### src/rtl/comb_pkg.sv
// Shared types and constants for the combination job scheduler.
// Optional watchdog is enabled by defining COMB_TIMEOUT_EN.
package comb_pkg;

    localparam int W_NM_DEF  = 4;
    localparam int W_RES_DEF = 16;

    // Result reported on a watchdog abort; sliced to the result width by users.
    localparam logic [63:0] RES_ERR_VALUE = '1;

    typedef enum logic [1:0] {
        IDLE,
        LAUNCH,
        WAIT,
        OUT
    } state_t;

endpackage

### src/rtl/comb_req_fifo.sv
// Request queue: DEPTH entries, wrap-around pointers with an extra lap bit
// so full and empty are distinguishable. Head word is visible combinationally.
module comb_req_fifo #(
    parameter int WIDTH = 8,
    parameter int DEPTH = 4
) (
    input  logic             clk,
    input  logic             rst,
    input  logic             wr_en,
    input  logic [WIDTH-1:0] wr_data,
    input  logic             rd_en,
    output logic [WIDTH-1:0] rd_data,
    output logic             full,
    output logic             empty
);

    localparam int AW = $clog2(DEPTH);

    logic [WIDTH-1:0] mem [DEPTH];
    logic [AW:0]      wr_ptr_reg;
    logic [AW:0]      rd_ptr_reg;
    logic             do_write;
    logic             do_read;

    assign full  = (wr_ptr_reg[AW] != rd_ptr_reg[AW]) &&
                   (wr_ptr_reg[AW-1:0] == rd_ptr_reg[AW-1:0]);
    assign empty = (wr_ptr_reg == rd_ptr_reg);

    // A full queue refuses the write even when the same cycle pops.
    assign do_write = wr_en && !full;
    assign do_read  = rd_en && !empty;

    assign rd_data = mem[rd_ptr_reg[AW-1:0]];

    always_ff @(posedge clk) begin
        if (do_write) begin
            mem[wr_ptr_reg[AW-1:0]] <= wr_data;
        end
    end

    always_ff @(posedge clk or posedge rst) begin
        if (rst) begin
            wr_ptr_reg <= '0;
            rd_ptr_reg <= '0;
        end else begin
            if (do_write) wr_ptr_reg <= wr_ptr_reg + 1'b1;
            if (do_read)  rd_ptr_reg <= rd_ptr_reg + 1'b1;
        end
    end

endmodule

### src/rtl/comb_job_scheduler.sv
// Queues C(n,m) requests and runs them one at a time on an external engine.
// Define COMB_TIMEOUT_EN to enable the WAIT-state watchdog and abort path.
module comb_job_scheduler
    import comb_pkg::*;
#(
    parameter int W_NM           = W_NM_DEF,
    parameter int W_RES          = W_RES_DEF,
    parameter int DEPTH          = 4,
    parameter int TIMEOUT_CYCLES = 1024
) (
    input  logic             clk,
    input  logic             rst,
    input  logic             req_valid,
    output logic             req_ready,
    input  logic [W_NM-1:0]  req_n,
    input  logic [W_NM-1:0]  req_m,
    output logic             res_valid,
    input  logic             res_ready,
    output logic [W_RES-1:0] res_data,
    output logic             res_err,
    output logic             eng_start,
    output logic [W_NM-1:0]  eng_n,
    output logic [W_NM-1:0]  eng_m,
    input  logic             eng_done,
    input  logic [W_RES-1:0] eng_result,
    output logic             eng_abort,
    output logic [7:0]       jobs_done
);

    generate
        if (DEPTH < 2 || (DEPTH & (DEPTH - 1)) != 0 || TIMEOUT_CYCLES < 2) begin : g_bad_param
            $error("comb_job_scheduler: DEPTH must be a power of 2 >= 2 and TIMEOUT_CYCLES >= 2");
        end
    endgenerate

    state_t            state_reg;
    logic [W_NM-1:0]   n_q;
    logic [W_NM-1:0]   m_q;
    logic [W_RES-1:0]  res_q;
    logic              res_valid_reg;
    logic              eng_start_reg;
    logic [7:0]        jobs_done_reg;

    logic              fifo_full;
    logic              fifo_empty;
    logic              fifo_pop;
    logic [2*W_NM-1:0] fifo_head;
    logic [W_NM-1:0]   head_n;
    logic [W_NM-1:0]   head_m;

    assign fifo_pop = (state_reg == IDLE) && !fifo_empty;
    assign head_n   = fifo_head[2*W_NM-1:W_NM];
    assign head_m   = fifo_head[W_NM-1:0];

    comb_req_fifo #(
        .WIDTH (2 * W_NM),
        .DEPTH (DEPTH)
    ) u_fifo (
        .clk     (clk),
        .rst     (rst),
        .wr_en   (req_valid),
        .wr_data ({req_n, req_m}),
        .rd_en   (fifo_pop),
        .rd_data (fifo_head),
        .full    (fifo_full),
        .empty   (fifo_empty)
    );

    assign req_ready = !fifo_full;
    assign res_valid = res_valid_reg;
    assign res_data  = res_q;
    assign eng_start = eng_start_reg;
    assign eng_n     = n_q;
    assign eng_m     = m_q;
    assign jobs_done = jobs_done_reg;

`ifdef COMB_TIMEOUT_EN
    localparam int WD_W = $clog2(TIMEOUT_CYCLES) + 1;

    logic [WD_W-1:0] wd_cnt_reg;
    logic            err_q;
    logic            eng_abort_reg;

    assign res_err   = err_q;
    assign eng_abort = eng_abort_reg;
`else
    assign res_err   = 1'b0;
    assign eng_abort = 1'b0;
`endif

    always_ff @(posedge clk or posedge rst) begin
        if (rst) begin
            state_reg     <= IDLE;
            n_q           <= '0;
            m_q           <= '0;
            res_q         <= '0;
            res_valid_reg <= 1'b0;
            eng_start_reg <= 1'b0;
            jobs_done_reg <= '0;
`ifdef COMB_TIMEOUT_EN
            wd_cnt_reg    <= '0;
            err_q         <= 1'b0;
            eng_abort_reg <= 1'b0;
`endif
        end else begin
            eng_start_reg <= 1'b0;
`ifdef COMB_TIMEOUT_EN
            eng_abort_reg <= 1'b0;
`endif
            case (state_reg)
                IDLE: begin
                    if (!fifo_empty) begin
                        n_q <= head_n;
                        m_q <= head_m;
                        // m > n has C(n,m) = 0, so skip the engine entirely.
                        if (head_m > head_n) begin
                            res_q         <= '0;
                            res_valid_reg <= 1'b1;
`ifdef COMB_TIMEOUT_EN
                            err_q         <= 1'b0;
`endif
                            state_reg     <= OUT;
                        end else begin
                            eng_start_reg <= 1'b1;
                            state_reg     <= LAUNCH;
                        end
                    end
                end
                LAUNCH: begin
`ifdef COMB_TIMEOUT_EN
                    wd_cnt_reg <= '0;
`endif
                    state_reg <= WAIT;
                end
                WAIT: begin
                    if (eng_done) begin
                        res_q         <= eng_result;
                        res_valid_reg <= 1'b1;
`ifdef COMB_TIMEOUT_EN
                        err_q         <= 1'b0;
`endif
                        state_reg     <= OUT;
                    end
`ifdef COMB_TIMEOUT_EN
                    else if (wd_cnt_reg == WD_W'(TIMEOUT_CYCLES - 1)) begin
                        res_q         <= RES_ERR_VALUE[W_RES-1:0];
                        err_q         <= 1'b1;
                        eng_abort_reg <= 1'b1;
                        res_valid_reg <= 1'b1;
                        state_reg     <= OUT;
                    end else begin
                        wd_cnt_reg <= wd_cnt_reg + 1'b1;
                    end
`endif
                end
                OUT: begin
                    if (res_ready) begin
                        res_valid_reg <= 1'b0;
                        jobs_done_reg <= jobs_done_reg + 8'd1;
                        state_reg     <= IDLE;
                    end
                end
                default: state_reg <= IDLE;
            endcase
        end
    end

endmodule

### config.mk
export PLATFORM = sky130hd
export DESIGN_NAME = comb_job_scheduler
export DESIGN_NICKNAME = d
export VERILOG_FILES = /design/src/rtl/comb_pkg.sv /design/src/rtl/comb_req_fifo.sv /design/src/rtl/comb_job_scheduler.sv
export SDC_FILE = /design/constraint.sdc
export NUM_CORES = 1
export LEC_CHECK = 0
export CAP_MARGIN = 15
export CORE_MARGIN = 2
export CORE_UTILIZATION = 27
export DETAILED_ROUTE_END_ITERATION = 12
export GPL_TIMING_DRIVEN = 0
export HOLD_SLACK_MARGIN = 0.05
export PLACE_DENSITY = 0.48
export SETUP_SLACK_MARGIN = 0.02
export SKIP_LAST_GASP = 1
export SYNTH_ARGS = -nofsm -noshare
export SYNTH_HDL_FRONTEND = slang
export SYNTH_SLANG_ARGS = --single-unit
### constraint.sdc
create_clock -name clk -period 7 [get_ports clk]
set_input_delay 1.75 -clock clk [delete_from_list [all_inputs] [get_ports clk]]
set_output_delay 1.75 -clock clk [all_outputs]
set_load 0.03 [all_outputs]
=== Word-level counts from Yosys, hierarchy flattened ===
Memory sizes are Yosys's and may differ from the RTL's.
Index checks and enable logic that the tools add are counted.

* Bits in registers: 42
* RAM bits: 32
* Input bits: 29
* Word-level logic and storage cells: 58
* Memories: 1
* Output and inout port bits: 37

* $lt $le $gt $ge: 1
* Bitwise logic cells: 1
* Reductions and logical operators: 14
* Add/sub/neg operators: 3
* Muxes and demuxes: 19
* Eq/ne operators: 10

{| class="wikitable"
|+ Memories
! name !! depth !! width !! rd ports !! clocked after memory_dff !! wr ports !! line !! RTL
|-
| u_fifo.mem || 4 || 8 || 1 || 0 || 1 || comb_req_fifo.sv:19 || <nowiki>logic [WIDTH-1:0] mem [DEPTH];</nowiki>
|}

{| class="wikitable"
|+ Operators by type and width
! cell !! count
|-
| 16-bit two-way mux || 3
|-
| 16-bit one-hot mux with 2 select lines || 1
|-
| 1-bit two-way mux || 9
|-
| 8-bit by 1-bit adder with 8-bit output, second input constant || 1
|-
| 2-bit two-way mux || 4
|-
| 2-bit one-hot mux with 4 select lines || 1
|-
| 3-bit by 1-bit adder with 3-bit output, second input constant || 2
|-
| 2-bit inequality test, second input constant || 3
|-
| 5-bit AND reduction || 1
|-
| 2-bit == test, second input constant || 2
|-
| 4-bit > comparator || 1
|-
| 1-bit logical AND || 4
|-
| 2-bit AND reduction || 2
|-
| 4-bit AND reduction || 1
|-
| 3-bit == test || 1
|-
| 1-bit one-hot mux with 3 select lines || 1
|-
| 3-bit AND reduction || 1
|-
| 3-bit nonzero test || 1
|-
| 2-bit by 1-bit == test with 1-bit output, second input constant || 1
|-
| 2-bit == test || 1
|-
| 1-bit zero test || 2
|-
| 2-bit zero test || 1
|-
| 2-bit by 1-bit inequality test with 1-bit output, second input constant || 1
|-
| 2-bit nonzero test || 1
|-
| other kinds (2) || 2
|}

=== Depth between registers and ports, before layout ===
* Depth in word-level cells: 6
* Depth in mapped cells: 10
* Gate-level depth less buffers: 8

=== Modules after synthesis ===
Synthesis repeated with hierarchy kept, for this count alone.

* Cell total of the unflattened synthesis: 246
* Area total of the unflattened synthesis: 3385.7 µm²

{| class="wikitable"
|+ By module, submodules not included
! module !! instances !! cells an instance !! area an instance (µm²) !! seq. area each (µm²)
|-
| comb_job_scheduler || 1 || 155 || 1727.9 || 900.9
|-
| comb_req_fifo || 1 || 91 || 1657.8 || 1111.1
|}

=== Least setup slack after synthesis ===
Ideal clock, no wire load.

* Path type: register to output
* Start: register u_fifo.rd_ptr_reg[1]
* End: output port req_ready
* Setup slack: 4.189 ns
* Data required time: 5.250 ns
* Arrival time: 1.061 ns
* Buffers on the path: 1
* Stages on the path, launching flop included: 4
* Cells stage by stage: dfrtp_1 > buf_4 > xnor2_2 > nand3b_1

* Cells in the longest elaborated chain, start to end: 3

{| class="wikitable"
|+ Ends and longest elaborated chain
! element !! line !! RTL
|-
| from (decl) || comb_req_fifo.sv:21 || <nowiki>logic [AW:0] rd_ptr_reg;</nowiki>
|-
| from (signal assigned) || comb_req_fifo.sv:47 || <nowiki>if (do_read) rd_ptr_reg <= rd_ptr_reg + 1'b1;</nowiki>
|-
| 2-bit == test || comb_req_fifo.sv:26 || <nowiki>(wr_ptr_reg[AW-1:0] == rd_ptr_reg[AW-1:0]);</nowiki>
|-
| 1-bit logical AND || comb_req_fifo.sv:25 || <nowiki>assign full = (wr_ptr_reg[AW] != rd_ptr_reg[AW]) &&</nowiki>
|-
| 1-bit zero test || comb_job_scheduler.sv:69 || <nowiki>assign req_ready = !fifo_full;</nowiki>
|-
| to (decl) || comb_job_scheduler.sv:14 || <nowiki>output logic req_ready,</nowiki>
|}

Every way passes these cells.

=== Worst setup path after layout ===
* Start: register u_fifo.wr_ptr_reg[2]
* End: output port req_ready

* Cells in the longest elaborated chain, start to end: 3

{| class="wikitable"
|+ Ends and longest elaborated chain
! element !! line !! RTL
|-
| from (decl) || comb_req_fifo.sv:20 || <nowiki>logic [AW:0] wr_ptr_reg;</nowiki>
|-
| from (signal assigned) || comb_req_fifo.sv:46 || <nowiki>if (do_write) wr_ptr_reg <= wr_ptr_reg + 1'b1;</nowiki>
|-
| 1-bit inequality test || comb_req_fifo.sv:25 ||
|-
| 1-bit logical AND || comb_req_fifo.sv:25 ||
|-
| 1-bit zero test || comb_job_scheduler.sv:69 ||
|}

Every way passes these cells.

==> results.py <==
metrics = {
    "critical_path": {
        "r2r_slack_ps": 4060,
        "worstRegToRegCells": 9,
        "cp.required_ps": 5250,
        "worst-setup-path-type": "flop to output pin",
        "r2r_end": "res_data[1]",
        "start_kind": "flop",
        "critPathMaxFanout": 6,
        "crit_arrival_ps": 2020,
        "crit_path_end_kind": "output pin",
        "rr_startpoint": "u_fifo.rd_ptr_reg[0]",
    },
    "floorplanning": {
        "row_count": 40,
        "coreArea_um2": 12000,
        "die_h_um": 115,
        "ios": 66,
        "start_util_pct": 27.8,
        "chipWidth_um": 115,
        "dieArea_um2": 13300,
    },
    "timing": {
        "period_needed_ps": 3770,
        "fin_crit_sh_pct": 53.8,
        "whs_ps": 476,
        "fin_ws_ps": 3230,
        "finalHoldViolCount": 0,
        "fin_skew_ps": 9.19,
        "slew-limit-headroom_pct": 62.0,
        "setup_viol_count_final": 0,
        "tightestPinTransition_ps": 569,
        "max_freq_ghz": 0.265,
        "fin_setup_tns_ps": 0,
        "rsz0062_at_grt": "no",
        "maxSlewViolCount": 0,
    },
    "detailed_routing": {
        "drtIter0Drc": 116,
        "wl_mm": 7.01,
        "drc_errors": 0,
        "wl_per_cell_um": 15.3,
        "via_count": 2085,
        "firstDrtPassIters": 4,
        "vias_per_cell": 4.55,
        "ant_nets": 0,
    },
    "power_and_ir_drop": {
        "total_power_w": 0.00212,
        "max-vdd-ir-drop_mv": 0.198,
        "power_leakage_nw": 1.78,
        "powerDensity_nw_per_um2": 478,
    },
    "cells_and_area": {
        "final_cell_area_um2": 4440,
        "areaGrowthSynthToFinish_pct": 33.3,
        "drive_above_1_share_pct": 13.8,
        "largest_register_ffs": 32,
        "antenna_cells": 0,
        "nets": 349,
    },
    "place": {
        "port_buffers": 63,
        "preCtsSetupSlack_ps": 3550,
        "gp_congestion": 0.677,
        "place_hpwl_mm": 4.94,
        "placedInstanceArea_um2": 4170,
    },
    "yosys": {
        "syn-mean-instance-area_um2": 14.5,
        "synth_area_leaders": "dfrtp_1 (32%), edfxtp_1 (29%), ha_1 (5.3%)",
        "yosys.area.top_type": "dfrtp_1",
        "synth.distinct_cells": 40,
        "synth_edf_count": 32,
        "ys_ff_latch": 74,
        "synth_common_cells": "dfrtp_1 (42), edfxtp_1 (32), nand3_1 (18)",
        "async_reset_ff_share_pct": 56.8,
        "synthFlopType": "dfrtp_1",
        "synth_top_area_share_pct": 31.5,
        "syn_area_um2": 3330,
        "yosysSeqAreaShare_pct": 60.4,
        "postSynthCellCount": 230,
        "yosys_warnings": 0,
        "yosysMostFrequentCell": "dfrtp_1",
    },
    "min_path": {
        "hold_class": "flop to flop",
        "min_from": "jobs_done[7]",
        "min_to": "jobs_done[7]",
        "holdPathStages": 1,
    },
    "flow_run": {
        "cap_violations": 0,
    },
    "status": {
        "status": "finished clean",
    },
    "cts": {
        "cts.sinks": 74,
        "numCtsBuffers": 9,
        "post_cts_resized": 0,
        "path_clk_slew_ps": 50,
        "h-tree-depth": 3,
        "holdBufCountCts": 0,
        "cts_tree": "built",
        "clock_path_buffers": 2,
        "cts-root-buf": "clkbuf_16",
        "post_cts_buffers": 0,
        "insertion_delay_ps": 330,
    },
    "global_route": {
        "track_usage_pct": 11.1,
        "grt_overflow": 0,
        "antenna_found_initial": 0,
        "grt_pass1_wl_mm": 11.1,
        "grt_pass1_vias": 2055,
        "grt_max_degree": 31,
    },
}
per-stage QoR:
stage,instances,utilization [%]
after floorplan,231,-
after global placement,441,34.6
after detailed placement,442,34.7
after CTS,458,37.0
after global routing,458,37.0
final,458,37.0
power breakdown:
group          total [W]  leakage, nW  internal (W)  switching, W
Sequential      0.000684        0.819      0.000603     0.0000811
Combinational    0.00102        0.830      0.000462      0.000558
Clock           0.000418        0.127      0.000239      0.000180
critical path, stage by stage (launching register included):
cell and delay [ps]:
dfrtp_1 400, xnor2_1 310, nand3b_1 260, clkdlybuf4s50_1 720
cell families (layout without fill, tap and decap cells):
| kind of cell | Yosys count | after routing | share of synthesized area, % |
|---|---|---|---|
| AO/OA/AOI/OAI | 31 | 31 | 7.70 |
| XOR/XNOR | 14 | 14 | 4.13 |
| adder cells (fa/ha/maj) | 14 | 14 | 5.26 |
| buffers and inverters | 21 | 101 | 3.30 |
| flip-flops | 74 | 74 | 60.4 |
| multiplexers | 18 | 18 | 9.46 |
| other | 1 | 2 | 0.113 |
| AND/OR/NAND/NOR | 57 | 57 | 9.68 |
worst max path at each step:
| stage | end | slack, ps | cells past startpoint | start |
|---|---|---|---|---|
| floorplan | req_ready | 4190 | 3 | u_fifo.rd_ptr_reg[1] |
| global placement | jobs_done[7] | 3230 | 2 | rst |
| detailed placement | req_ready | 3550 | 3 | u_fifo.wr_ptr_reg[2] |
| CTS | req_ready | 3180 | 3 | u_fifo.wr_ptr_reg[2] |
| global route | req_ready | 3070 | 3 | u_fifo.wr_ptr_reg[2] |
| finish | req_ready | 3230 | 3 | u_fifo.wr_ptr_reg[2] |
metal layers:
metal  up-vias  share of wire (%)  global-route usage [%]
li1       1009                  -                       -
met1      1017                 50                    15.6
met2        50                 44                    16.4
met3         9                4.5                    3.11
met4         0                1.2                    3.86
met5         -                  0                       0
cells in the final DEF (no fill, tap or decap), types with 5 or more instances in the layout:
master,count
xor2_1,5
mux2_2,10
a21oi_1,5
clkdlybuf4s50_1,63
nand2_1,6
clkbuf_16,9
o2bb2ai_1,11
edfxtp_1,32
dfrtp_1,42
nand3_1,18
ha_1,14
xnor2_1,7
nor2b_1,12
nor2_1,5
and3_1,5
inv_1,9
mux4_1,6
area by class of cell:
cell class,count,area (um2)
inverters,10,37.5
repair buffers,64,651
plain buffers,11,72.6
clock inverters,7,45.0
flip-flops and latches,74,2010
clock buffers,9,225
fillers,1200,7570
multi-input cells,136,1210
well taps,147,184
Note: power is estimated with default switching activity, not from simulation.
==> RTL edit 1 (same settings) <==
Build with the macro `COMB_TIMEOUT_EN` defined.
--- a/src/rtl/comb_job_scheduler.sv
+++ b/src/rtl/comb_job_scheduler.sv
@@ -1,5 +1,7 @@
 // Queues C(n,m) requests and runs them one at a time on an external engine.
 // Define COMB_TIMEOUT_EN to enable the WAIT-state watchdog and abort path.
+`define COMB_TIMEOUT_EN
+
 module comb_job_scheduler
     import comb_pkg::*;
 #(
Formal check against the unedited RTL: same outputs for any inputs over 4 cycles, from zero or initial values and one cycle with rst high; that may be too few to reach the edited logic, so the function may still have changed.
==> RTL edit 1 against the unedited design <==
Wire length rose by 11%; maximum frequency is 1.6% lower; worst setup slack worse by 0.063 ns; area after synthesis grew 15%; total power rose by 12%; worst hold slack got worse by 0.029 ns; final area grew 14%; sequential cell count up 13; count of clock-buffer cells in the layout is 1 higher; critical path type unchanged.
==> RTL edit 1: results (changes against the unedited design) <==
* Largest net degree at the start of global routing at 33 (was 31)
* Cell variety after synth at 38 (was 40)
* Synth Net Count at between 300 and 400
* DP HPWL at 5.48 mm (was 4.94 mm)
* Max rail drop VDD at 0.000158 V (was 0.000198 V)
* Status: complete, no violations (unchanged)
* Count of flip-flops with a built-in enable after synthesis at 32 (unchanged)
* Nets@finish at 400 (was 349)
* Hold crit path type: reg2reg (unchanged)
* Fillers at 1353 (was 1200)
* Sequential cell area fraction in the yosys report at 0.608 (was 0.604)
* Setup slack at placement at 3.35 ns (was 3.55 ns)
* Worst-path clk slew at 0.07 ns (was 0.05 ns)
* Initial drt markers at 78 (was 116)
* Met2 GRT Util at 0.168 (was 0.164)
* Max reg flops at 32 (unchanged)
* Share of layout cells above drive strength 1 at 0.122 (was 0.138)
* Postcts setup bufs at 0 (unchanged)
* Initial antenna violation count at 0 (unchanged)
* Synth top cells by count: dfrtp_1, edfxtp_1, nor2b_1 (was dfrtp_1, edfxtp_1, nand3_1)
* Diode count at 0 (unchanged)
* Warnings from Yosys at 0 (unchanged)
* Bufs on Longest Clock Path at 2 (unchanged)
* Area contributors post-synth: dfrtp_1, edfxtp_1, ha_1, mux4_2, o2bb2ai_1 (was dfrtp_1, edfxtp_1, ha_1, mux4_1, mux2_2)
* Slew HR at 0.627 (was 0.620)
* Final GP Congestion at 0.676 (was 0.677)
* Total Wirelength at 7.81 mm (was 7.01 mm)
* All-Layer GR Usage at 0.113 (was 0.111)
* Final clock skew at 0.00717 ns (was 0.00919 ns)
* Worst R2R Path Depth at 9 (unchanged)
* Leakage at 2.05 nW (was 1.78 nW)
* Vias in the first global route at 2345 (was 2055)
* Crit path max fanout at 10 (was 6)
* PortBufs at 65 (was 63)
* CTS Root Cell: clkbuf_16 (unchanged)
* H-tree depth at 3 (unchanged)
* Grt met3 use at 0.0318 (was 0.0311)
* Via count at 2372 (was 2085)
* Min cycle time layout at 3.83 ns (was 3.77 ns)
* Worst Hold Path EP: eng_abort$_DFF_PP0_ (was jobs_done[7]$_DFFE_PP0P_)
* Reg2reg setup slack at 4.31 ns (was 4.06 ns)
* Crit path from: u_fifo.rd_ptr_reg[1]$_DFFE_PP0P_ (was u_fifo.wr_ptr_reg[2]$_DFFE_PP0P_)
* Switching share of power at 0.384 (was 0.386)
* Dpl cell area at 4740 sq um (was 4170 sq um)
* Worst-Skew Late Latency at 0.35 ns (was 0.33 ns)
* Hold Path Origin: wd_cnt_reg[10]$_DFFE_PP0P_ (was jobs_done[7]$_DFFE_PP0P_)
* First-pass GRT wire length at 12.6 mm (was 11.1 mm)
* Worst Setup EP: req_ready (unchanged)
* Met1 Use GR at 0.151 (was 0.156)
* TritonRoute pass-1 iters at 5 (was 4)
* CTS Buf Count at 9 (unchanged)
* Hold Path Depth at 1 (unchanged)
* Reg-to-reg endpoint: res_data[14]$_DFFE_PP0P_ (was res_data[1]$_DFFE_PP0P_)
* Fin Setup TNS at 0 ns (unchanged)
* Post-synth ARST share at 0.632 (was 0.568)
-- RTL edit 1: power groups by stage --
stage / combinational (mW) / clock (mW) / sequential [mW]
2_1_floorplan: 0.577 / 0 / 0.961
3_3_place_gp: 1.10 / 0 / 0.805
3_5_place_dp: 1.11 / 0 / 0.809
4_1_cts: 1.11 / 0.519 / 0.802
5_1_grt: 1.19 / 0.542 / 0.819
6_report: 1.09 / 0.499 / 0.797
-- RTL edit 1: per-layer routing --
layer,up-vias,routed length [um]
li1,1152,-
met1,1163,3700
met2,46,3630
met3,11,340
met4,0,139
met5,-,0
-- RTL edit 1: critical path: stages (launching register included) --
cell and delay (ns):
dfrtp_1 0.35, buf_4 0.20, xor2_1 0.24, nor2_1 0.08
nand2_1 0.16, clkdlybuf4s50_1 0.71
-- RTL edit 1: cell type report --
cell class / count / area share
Buffer: 9 / 0.0129
Clock buffer: 10 / 0.0454
Clock inverter: 6 / 0.0151
Tap cell: 180 / 0.0446
Timing Repair Buffer: 66 / 0.133
Inverter: 16 / 0.0119
Multi-Input combinational cell: 167 / 0.274
Sequential cell: 87 / 0.463
-- RTL edit 1: logic make-up after synthesis --
logic type / after synthesis / share of synthesized area
compound gates: 33 / 0.0696
xor+xnor: 21 / 0.0478
fa+ha+maj: 15 / 0.0488
buf+inv: 25 / 0.0325
flops: 87 / 0.608
mux: 17 / 0.0725
simple gates: 81 / 0.121
-- RTL edit 1: through the flow --
step | hold slack [ns] | util | instances
finish | 0.448 | 0.364 | 541
floorplan | 0.409 | - | 279
global route | 0.464 | 0.364 | 541
detailed placement | 0.440 | 0.342 | 525
CTS | 0.453 | 0.364 | 541
global placement | 0.443 | 0.340 | 524
==> RTL edit 2 (config.mk and constraints unchanged) <==
Made on the original files. Make the reset (`rst`) synchronous in 2 clocked blocks.
--- a/src/rtl/comb_req_fifo.sv
+++ b/src/rtl/comb_req_fifo.sv
@@ -38,7 +38,7 @@
         end
     end
 
-    always_ff @(posedge clk or posedge rst) begin
+    always_ff @(posedge clk) begin
         if (rst) begin
             wr_ptr_reg <= '0;
             rd_ptr_reg <= '0;
--- a/src/rtl/comb_job_scheduler.sv
+++ b/src/rtl/comb_job_scheduler.sv
@@ -88,7 +88,7 @@
     assign eng_abort = 1'b0;
 `endif
 
-    always_ff @(posedge clk or posedge rst) begin
+    always_ff @(posedge clk) begin
         if (rst) begin
             state_reg     <= IDLE;
             n_q           <= '0;
Check against the original RTL: differs if rst is asserted again (counterexample within 4 cycles, from zero or initial values and one cycle with rst high); with rst held inactive, the same outputs for 4 cycles.
==> RTL edit 2 against the unedited design <==
Final area shrank 0.85%; maximum frequency grew 8.9%; sequential cell count grew 2; cell count grew 9.0%; worst setup slack gained 0.31 ns; wire length grew 3.2%; clock skew shrank 0.0022 ns; area after synthesis shrank 1.7%; largest cell class unchanged.
Power is not compared: it rests on default switching activity, and its combinational part moved more than twofold at a synthesized area within 25%.
==> RTL edit 2: results (changes against the unedited design) <==
* DP HPWL at 5.35 mm (was 4.94 mm)
* Share of layout cells above drive strength 1 at 0.0994 (was 0.138)
* Status: complete, no violations (unchanged)
* Via count at 2264 (was 2085)
* Post-placement cell count at 483 (was 442)
* Dpl cell area at 4090 sq um (was 4170 sq um)
* Critical Path AT at 1.71 ns (was 2.02 ns)
* Synth top cells by count: dfxtp_1, edfxtp_1, a21oi_1, nor2_1, o211ai_1 (was dfrtp_1, edfxtp_1, nand3_1)
* Max reg flops at 32 (unchanged)
* Final GP Congestion at 0.781 (was 0.677)
* Final clock skew at 0.00695 ns (was 0.00919 ns)
* Hold crit path type: reg2reg (unchanged)
* Max cap viols at 0 (unchanged)
* PortBufs at 62 (was 63)
* Setup slack at placement at 3.38 ns (was 3.55 ns)
* Slew of the pin with the lowest slew margin at 0.570 ns (was 0.569 ns)
* Syn avg cell area at 12.0 sq um (was 14.5 sq um)
* Multi-input gate area at 1300 sq um (was 1210 sq um)
* Total Wirelength at 7.23 mm (was 7.01 mm)
* Crit path from: u_fifo.wr_ptr_reg[0]$_SDFFE_PP0P_ (was u_fifo.wr_ptr_reg[2]$_DFFE_PP0P_)
* Post-synth ARST share at 0 (was 0.568)
* Largest net degree at the start of global routing at 14 (was 31)
* First-pass GRT wire length at 11.7 mm (was 11.1 mm)
* Sequential cell area fraction in the yosys report at 0.562 (was 0.604)
* Final Non-Filler Cells at 499 (was 458)
* Nets@finish at 391 (was 349)
* Worst-path clk slew at 0.05 ns (about the same)
* Initial antenna violation count at 0 (unchanged)
* Diode count at 0 (unchanged)
* Vias in the first global route at 2246 (was 2055)
* CTS Buf Count at 9 (unchanged)
* Hold Path Origin: jobs_done[7]$_SDFFE_PP0P_ (was jobs_done[7]$_DFFE_PP0P_)
* Cell variety after synth at 42 (was 40)
* Fillers at 1181 (was 1200)
* Leakage at 1.61 nW
* H-tree depth at 3 (unchanged)
* Warnings from Yosys at 0 (unchanged)
* Area contributors post-synth: edfxtp_1, dfxtp_1, ha_1, mux4_2, o211ai_1 (was dfrtp_1, edfxtp_1, ha_1, mux4_1, mux2_2)
* All-Layer GR Usage at 0.116 (was 0.111)
* Initial drt markers at 72 (was 116)
==> RTL edit 2: changes by cell type in the layout (fill, tap and decap cells not counted), moves of 16 or more <==
cell / delta
nor2_1: +18
o211ai_1: +18
nand3_1: -16
dfxtp_1: +44
a21oi_1: +18
dfrtp_1: -42
==> RTL edit 2: worst paths after layout <==
check	end	slack, ns	depth (start not counted)
setup / recovery	req_ready	3.54	3
hold reg to reg	jobs_done[7]$_SDFFE_PP0P_	0.48	2
setup reg to reg	res_data[12]$_SDFFE_PP0P_	3.99	9
hold / removal	jobs_done[7]$_SDFFE_PP0P_	0.48	2
==> RTL edit 2: worst max-delay path, stage by stage, from the launching register on <==
cell and delay [ns]:
dfxtp_1 0.47, xnor2_1 0.14, nand3_1 0.09, clkdlybuf4s50_1 0.67
==> RTL edit 2: power by group <==
part	switching, mW	total, mW	internal, mW
sequential	0.0325	0.549	0.517
combinational	0.295	0.505	0.210
clock	0.168	0.487	0.320
total	0.495	1.54	1.05
==> RTL edit 2: layer usage <==
metal	routed length, um	vias up	GRT usage
li1	-	1143	-
met1	3290	1052	0.141
met2	3430	58	0.197
met3	428	11	0.0413
met4	79	0	0.0317
met5	0	-	0
==> RTL edit 2: area by class of cell <==
type                            count  area share
Inverter                           12      0.0102
Clock buffer                       11      0.0551
Multi-Input combinational cell    169       0.295
Sequential cell                    76       0.418
Timing Repair Buffer               62       0.141
Clock inverter                      5      0.0173
Buffer                             17      0.0213
Tap cell                          147      0.0418
==> RTL edit 2: cells by family (layout without fill, tap and decap cells) <==
group,count (synthesis),count (layout),synth area share
xor gates and xnor gates,14,14,0.0397
buffers and inverters,29,107,0.0424
other,1,2,0.00114
and+or+nand+nor,52,52,0.0809
DFF,76,76,0.562
muxes,18,18,0.0855
AOI/OAI and AO/OA,68,68,0.131
adders and majority gates,15,15,0.0573
